--- src/rtl/shift_reg_ctrl_pkg.sv ---
// Shared types for the shift/rotate register controller: command modes and FSM states.
package shift_pkg;

  typedef enum logic [1:0] {
    SHL = 2'b00,
    SHR = 2'b01,
    ROL = 2'b10,
    ROR = 2'b11
  } mode_e;

  typedef enum logic {
    IDLE  = 1'b0,
    SHIFT = 1'b1
  } state_e;

endpackage

--- src/rtl/shift_reg_ctrl_if.sv ---
// Command/data bundle between a producer (master) and the shift register controller (slave).
interface shift_reg_ctrl_if
  import shift_pkg::*;
#(
  parameter int WIDTH = 8,
  parameter int CNT_W = $clog2(WIDTH + 1)
);

  logic [WIDTH-1:0] d;
  logic             load;
  logic             start;
  mode_e            mode;
  logic [CNT_W-1:0] amount;
  logic             sin;
  logic [WIDTH-1:0] q;
  logic             sout;
  logic             busy;
  logic             done;

  modport master (
    output d, load, start, mode, amount, sin,
    input  q, sout, busy, done
  );

  modport slave (
    input  d, load, start, mode, amount, sin,
    output q, sout, busy, done
  );

endinterface

--- src/rtl/shift_reg_ctrl_step.sv ---
// Combinational single-bit step: next register value and the bit that leaves the word.
module shift_step
  import shift_pkg::*;
#(
  parameter int WIDTH = 8
) (
  input  logic [WIDTH-1:0] i_q,
  input  mode_e            i_mode,
  input  logic             i_sin,
  output logic [WIDTH-1:0] o_q,
  output logic             o_out
);

  // Shifts pull in sin; rotates recirculate the bit that falls off the end.
  always_comb begin
    o_q   = i_q;
    o_out = 1'b0;
    case (i_mode)
      SHL: begin
        o_q   = {i_q[WIDTH-2:0], i_sin};
        o_out = i_q[WIDTH-1];
      end
      SHR: begin
        o_q   = {i_sin, i_q[WIDTH-1:1]};
        o_out = i_q[0];
      end
      ROL: begin
        o_q   = {i_q[WIDTH-2:0], i_q[WIDTH-1]};
        o_out = i_q[WIDTH-1];
      end
      ROR: begin
        o_q   = {i_q[0], i_q[WIDTH-1:1]};
        o_out = i_q[0];
      end
      default: begin
        o_q   = i_q;
        o_out = 1'b0;
      end
    endcase
  end

endmodule

--- src/rtl/shift_reg_ctrl.sv ---
// Parallel-load register that shifts or rotates a commanded number of single-bit steps,
// one per clock, reporting busy while running and a one-cycle done pulse at the end.
module shift_reg_ctrl
  import shift_pkg::*;
#(
  parameter int WIDTH = 8,
  parameter int CNT_W = $clog2(WIDTH + 1)
) (
  input logic              clk,
  input logic              rst,
  shift_reg_ctrl_if.slave  bus
);

  state_e           r_state;
  logic [WIDTH-1:0] r_q;
  logic             r_sout;
  logic             r_busy;
  logic             r_done;
  logic [CNT_W-1:0] r_remaining;
  mode_e            r_mode;

  state_e           w_nextState;
  logic [WIDTH-1:0] w_nextQ;
  logic             w_nextSout;
  logic             w_nextBusy;
  logic             w_nextDone;
  logic [CNT_W-1:0] w_nextRemaining;
  mode_e            w_nextMode;
  logic [WIDTH-1:0] w_stepQ;
  logic             w_stepOut;

  shift_step #(.WIDTH(WIDTH)) u_step (
    .i_q    (r_q),
    .i_mode (r_mode),
    .i_sin  (bus.sin),
    .o_q    (w_stepQ),
    .o_out  (w_stepOut)
  );

  always_ff @(posedge clk or negedge rst) begin
    if (!rst) begin
      r_state     <= IDLE;
      r_q         <= '0;
      r_sout      <= 1'b0;
      r_busy      <= 1'b0;
      r_done      <= 1'b0;
      r_remaining <= '0;
      r_mode      <= SHL;
    end else begin
      r_state     <= w_nextState;
      r_q         <= w_nextQ;
      r_sout      <= w_nextSout;
      r_busy      <= w_nextBusy;
      r_done      <= w_nextDone;
      r_remaining <= w_nextRemaining;
      r_mode      <= w_nextMode;
    end
  end

  // Requests are only looked at in IDLE; while shifting, the latched mode drives every step.
  always_comb begin
    w_nextState     = r_state;
    w_nextQ         = r_q;
    w_nextSout      = r_sout;
    w_nextDone      = 1'b0;
    w_nextRemaining = r_remaining;
    w_nextMode      = r_mode;
    case (r_state)
      IDLE: begin
        if (bus.load) begin
          w_nextQ = bus.d;
        end else if (bus.start) begin
          if (bus.amount != '0) begin
            w_nextMode      = bus.mode;
            w_nextRemaining = bus.amount;
            w_nextState     = SHIFT;
          end else begin
            w_nextDone = 1'b1;
          end
        end
      end
      SHIFT: begin
        w_nextQ         = w_stepQ;
        w_nextSout      = w_stepOut;
        w_nextRemaining = r_remaining - CNT_W'(1);
        if (r_remaining == CNT_W'(1)) begin
          w_nextState = IDLE;
          w_nextDone  = 1'b1;
        end
      end
      default: begin
        w_nextState = IDLE;
      end
    endcase
    w_nextBusy = (w_nextState == SHIFT);
  end

  assign bus.q    = r_q;
  assign bus.sout = r_sout;
  assign bus.busy = r_busy;
  assign bus.done = r_done;

endmodule
--- src/flat_wrapper.sv ---
// flat-port wrapper written by rule: the top's interface ports become plain ports
module shift_reg_ctrl_flat import shift_pkg::*;
#(
  parameter int WIDTH = 8,
  parameter int CNT_W = $clog2(WIDTH + 1)
)
  (clk, rst, bus_d, bus_load, bus_start, bus_mode, bus_amount, bus_sin, bus_q, bus_sout, bus_busy, bus_done);
  shift_reg_ctrl_if #(.WIDTH(WIDTH), .CNT_W(CNT_W)) bus_i ();
  input logic clk;
  input logic rst;
  input wire logic [$bits(bus_i.d)-1:0] bus_d;
  input wire logic [$bits(bus_i.load)-1:0] bus_load;
  input wire logic [$bits(bus_i.start)-1:0] bus_start;
  input wire logic [$bits(bus_i.mode)-1:0] bus_mode;
  input wire logic [$bits(bus_i.amount)-1:0] bus_amount;
  input wire logic [$bits(bus_i.sin)-1:0] bus_sin;
  output wire logic [$bits(bus_i.q)-1:0] bus_q;
  output wire logic [$bits(bus_i.sout)-1:0] bus_sout;
  output wire logic [$bits(bus_i.busy)-1:0] bus_busy;
  output wire logic [$bits(bus_i.done)-1:0] bus_done;
  assign bus_i.d = bus_d;
  assign bus_i.load = bus_load;
  assign bus_i.start = bus_start;
  assign bus_i.mode = bus_mode;
  assign bus_i.amount = bus_amount;
  assign bus_i.sin = bus_sin;
  assign bus_q = bus_i.q;
  assign bus_sout = bus_i.sout;
  assign bus_busy = bus_i.busy;
  assign bus_done = bus_i.done;
  shift_reg_ctrl #(.WIDTH(WIDTH), .CNT_W(CNT_W)) u_core (.clk(clk), .rst(rst), .bus(bus_i));
endmodule
--- config.mk ---
export PLATFORM = sky130hd
export DESIGN_NAME = shift_reg_ctrl_flat
export DESIGN_NICKNAME = d
export VERILOG_FILES = /design/src/rtl/shift_reg_ctrl_pkg.sv /design/src/rtl/shift_reg_ctrl_if.sv /design/src/rtl/shift_reg_ctrl_step.sv /design/src/rtl/shift_reg_ctrl.sv /design/src/flat_wrapper.sv
export SDC_FILE = /design/constraint.sdc
export NUM_CORES = 1
export LEC_CHECK = 0
export ABC_CLOCK_PERIOD_IN_PS = 1720
export CAP_MARGIN = 15
export CORE_AREA = 3 3 63 65
export DETAILED_ROUTE_END_ITERATION = 8
export DIE_AREA = 0 0 66 68
export GPL_TIMING_DRIVEN = 0
export HOLD_SLACK_MARGIN = 0.03
export SYNTH_ARGS = -nofsm -noshare
export SYNTH_HDL_FRONTEND = slang
export SYNTH_HIERARCHICAL = 1
export SYNTH_SLANG_ARGS = --single-unit
--- constraint.sdc ---
create_clock -name clk -period 1.72 [get_ports clk]
set_clock_uncertainty 0.1 [all_clocks]
set_input_delay 0.172 -clock clk [delete_from_list [all_inputs] [get_ports clk]]
set_output_delay 0.172 -clock clk [all_outputs]
set_load 0.02 [all_outputs]
==> results of run 1 <==
-- final cells by class --
cell class / count / area share
Inverter: 2 / 0.00542
Multi-Input combinational cell: 71 / 0.396
Sequential cell: 17 / 0.307
Clock buffer: 3 / 0.0162
Timing Repair Buffer: 28 / 0.204
Tap cell: 46 / 0.0415
Clock inverter: 1 / 0.00542
Buffer: 5 / 0.0244
-- sequential cells by signal, indices dropped and copies added, names as in the netlist --
signal              flops
u_core/bus.sout         1
u_core/bus.busy         1
u_core/bus.done         1
u_core/r_remaining      4
u_core/r_mode           2
u_core/bus.q            8
-- metal layers --
| layer | share of wire | global-route usage | wire, um |
|---|---|---|---|
| met1 | 0.44 | 0.132 | 1030 |
| met3 | 0.037 | 0.0131 | 87 |
| met5 | 0 | 0 | 0 |
| met2 | 0.51 | 0.189 | 1200 |
| met4 | 0.012 | 0.0533 | 27 |
-- power groups by stage --
stage / Sequential (mW) / Clock, mW / Combinational (mW)
finish: 0.806 / 0.230 / 1.29
global route: 0.844 / 0.249 / 1.40
CTS: 0.811 / 0.240 / 1.30
detailed placement: 0.818 / 0 / 1.30
global placement: 0.808 / 0 / 1.28
floorplan: 0.903 / 0 / 0.754
-- cell usage in the layout (no fill, tap or decap), types with 3 or more instances in the layout --
cell             synthesis  layout
nor4b_1                  3       3
a21oi_1                  8       8
a22oi_1                  4       4
mux2i_1                 10      10
clkdlybuf4s50_1          0      27
o21ai_0                 11      11
mux2_4                   8       8
dfrtp_1                 17      17
nand2_1                 11      11
clkbuf_4                 0       3
-- final timing paths --
kind	startpoint	end	slack, ps	depth (start not counted)
hold reg to reg	u_core/bus.sout$_DFFE_PN0P_	u_core/bus.sout$_DFFE_PN0P_	430	1
setup reg to reg	u_core/bus.busy$_DFF_PN0_	u_core/r_remaining[0]$_DFFE_PN0P_	130	3
max in group asynchronous	rst	u_core/r_remaining[3]$_DFFE_PN0P_	820	1
setup / recovery	u_core/bus.q[4]$_DFFE_PN0P_	bus_q[4]	90	1
hold / removal	bus_load	u_core/bus.q[1]$_DFFE_PN0P_	150	3
min in group asynchronous	rst	u_core/bus.q[6]$_DFFE_PN0P_	210	1
-- stage by stage --
| step | power [mW] | instances | hold WS, ps |
|---|---|---|---|
| 3_5_place_dp | 2.12 | 169 | 409 |
| 4_1_cts | 2.35 | 173 | 141 |
| 6_report | 2.33 | 173 | 153 |
| 5_1_grt | 2.49 | 173 | 163 |
| 3_3_place_gp | 2.09 | 169 | 402 |
| 2_1_floorplan | 1.66 | 95 | -224 |
-- logic make-up after synthesis --
family / synth area share
AOI/OAI and AO/OA: 0.133
and+or+nand+nor: 0.127
muxes: 0.239
DFF: 0.419
buffers and inverters: 0.0406
xor gates and xnor gates: 0.0172
adders and majority gates: 0.0246
==> out/qor.yml, run 1 <==
run_status:
  status: "completed"
timing:
  rsz0062_at_grt: "false"
  finalMaxSlewViolations: 0
  finalHoldViolCount: 0
  fmax_mhz: 613
  finalCritPeriodShare: 0.948
  max_slew.worst_pin.slew_ps: 772
  tns_ps: 0
  worst_slack_ps: 89.0
  min_period_ps: 1630
  timing.slew.headroom: 0.483
  setup_violations: 0
setup_path:
  cp_slowest_cell: "clkdlybuf4s50_1"
  slowest_delay_ps: 640
  crit_buf_inv: 1
  crit_type: "flop to output port"
  cp-start-kind: "flop"
  cp_data_required_time_ps: 1450
  worstPathMaxFanout: 4
  cp.arrival_ps: 1360
  crit_family: "buffers and inverters"
  cp_cell_sequence: "clkdlybuf4s50_1"
  endpoint_kind: "output port"
yosys:
  syn-cell-area_mm2: 0.00102
  ys_top_cells_by_count: "dfrtp_1 (17), nand2_1 (11), o21ai_0 (11)"
  yosysSeqAreaShare: 0.419
  ys_ff_latch: 17
  synth_area_per_cell_um2: 10.7
  yosysMostFrequentCell: "dfrtp_1"
  synth_area_leader_cell: "dfrtp_1"
  synth_ff_type: "dfrtp_1"
  synth.area.top_cells: "dfrtp_1 (42%), mux2_4 (12%), mux2i_1 (9.9%), o21ai_0 (5.4%), nand2_1 (4.1%)"
  async_flop_share: 1.00
  syn_inst: 95
  synth_top_cell_area_share: 0.419
  yosys_warnings: 6
  syn_nets: 116
  yosys.cell_types.count: 23
  synth_edf_count: 0
clock_network:
  clk_latency_ps: 300
  cts-root-buf: "clkbuf_4"
  cts_num_sinks: 17
  cts.repair.resized: 0
  clk_pin_slew_ps: 110
  cts.htree.levels: 1
  cts_tree: "done"
  max-clock-path-buffers: 2
  post-cts-setup-buffers: 0
  hold_buffers: 0
  numCtsBuffers: 3
die:
  die-area_mm2: 0.00449
  initial_utilization: 0.300
  top_level_ports: 30
  dieWidth_um: 66
  die_height_um: 68
  core_area_mm2: 0.00339
  row_count: 21
placement:
  placed_cell_area_mm2: 0.00135
  globalplace.congestion: 0.738
  dp_hpwl_mm: 1.79
  place_ws_ps: -105
  portBuffers: 28
power_and_ir_drop:
  switchingPower_mw: 0.924
  internal_power_mw: 1.40
  leakage_nw: 0.610
  peakVddDrop_uv: 504
  power_frac_seq: 0.346
  power_frac_comb: 0.555
  p_clk_frac: 0.099
  p_per_area_mw_per_mm2: 1680
  netSwitchingFraction: 0.397
final_layout:
  multiInputGateArea_um2: 549
  antenna_cells: 0
  drive_gt1_frac: 0.150
  seqCellArea_um2: 425
  syn2layout_area_growth_pct: 36.5
  fillerInstances: 325
  final_util: 0.409
  fin_area_mm2: 0.00139
  nets: 149
global_route:
  grt_pass1_wl_mm: 3.71
  grt_pass1_vias: 784
  grt_overflow: 0
  grt_max_degree: 18
  grt_use_total: 0.108
  antenna_found_initial: 0
drt:
  wire_per_inst_um: 13.5
  drt_first_iter_violations: 24
  vias: 811
  finalWirelength_mm: 2.34
  viasPerCell: 4.69
  drtAntennaViolNets: 0
  dr.pass1.iters: 5
  drc: 0
min_path:
  hp-class: "input port to flop"
flow_run:
  drv_cap: 0
(Power assumes the default switching activity.)
==> run 2: changes to the inputs <==
--- a/config.mk
+++ b/config.mk
@@ -12,6 +12,7 @@
 export DIE_AREA = 0 0 66 68
 export GPL_TIMING_DRIVEN = 0
 export HOLD_SLACK_MARGIN = 0.03
+export SKIP_CTS_REPAIR_TIMING = 1
 export SYNTH_ARGS = -nofsm -noshare
 export SYNTH_HDL_FRONTEND = slang
 export SYNTH_HIERARCHICAL = 1
==> results of run 2 <==
Same layout as run 1: the final DEF is identical, and so are final timing and power.
==> run 3: changes to the inputs <==
--- a/config.mk
+++ b/config.mk
@@ -12,7 +12,6 @@
 export DIE_AREA = 0 0 66 68
 export GPL_TIMING_DRIVEN = 0
 export HOLD_SLACK_MARGIN = 0.03
-export SKIP_CTS_REPAIR_TIMING = 1
 export SYNTH_ARGS = -nofsm -noshare
 export SYNTH_HDL_FRONTEND = slang
 export SYNTH_HIERARCHICAL = 1
==> results of run 3 <==
Same layout as run 1: the final DEF is identical, and so are final timing and power.
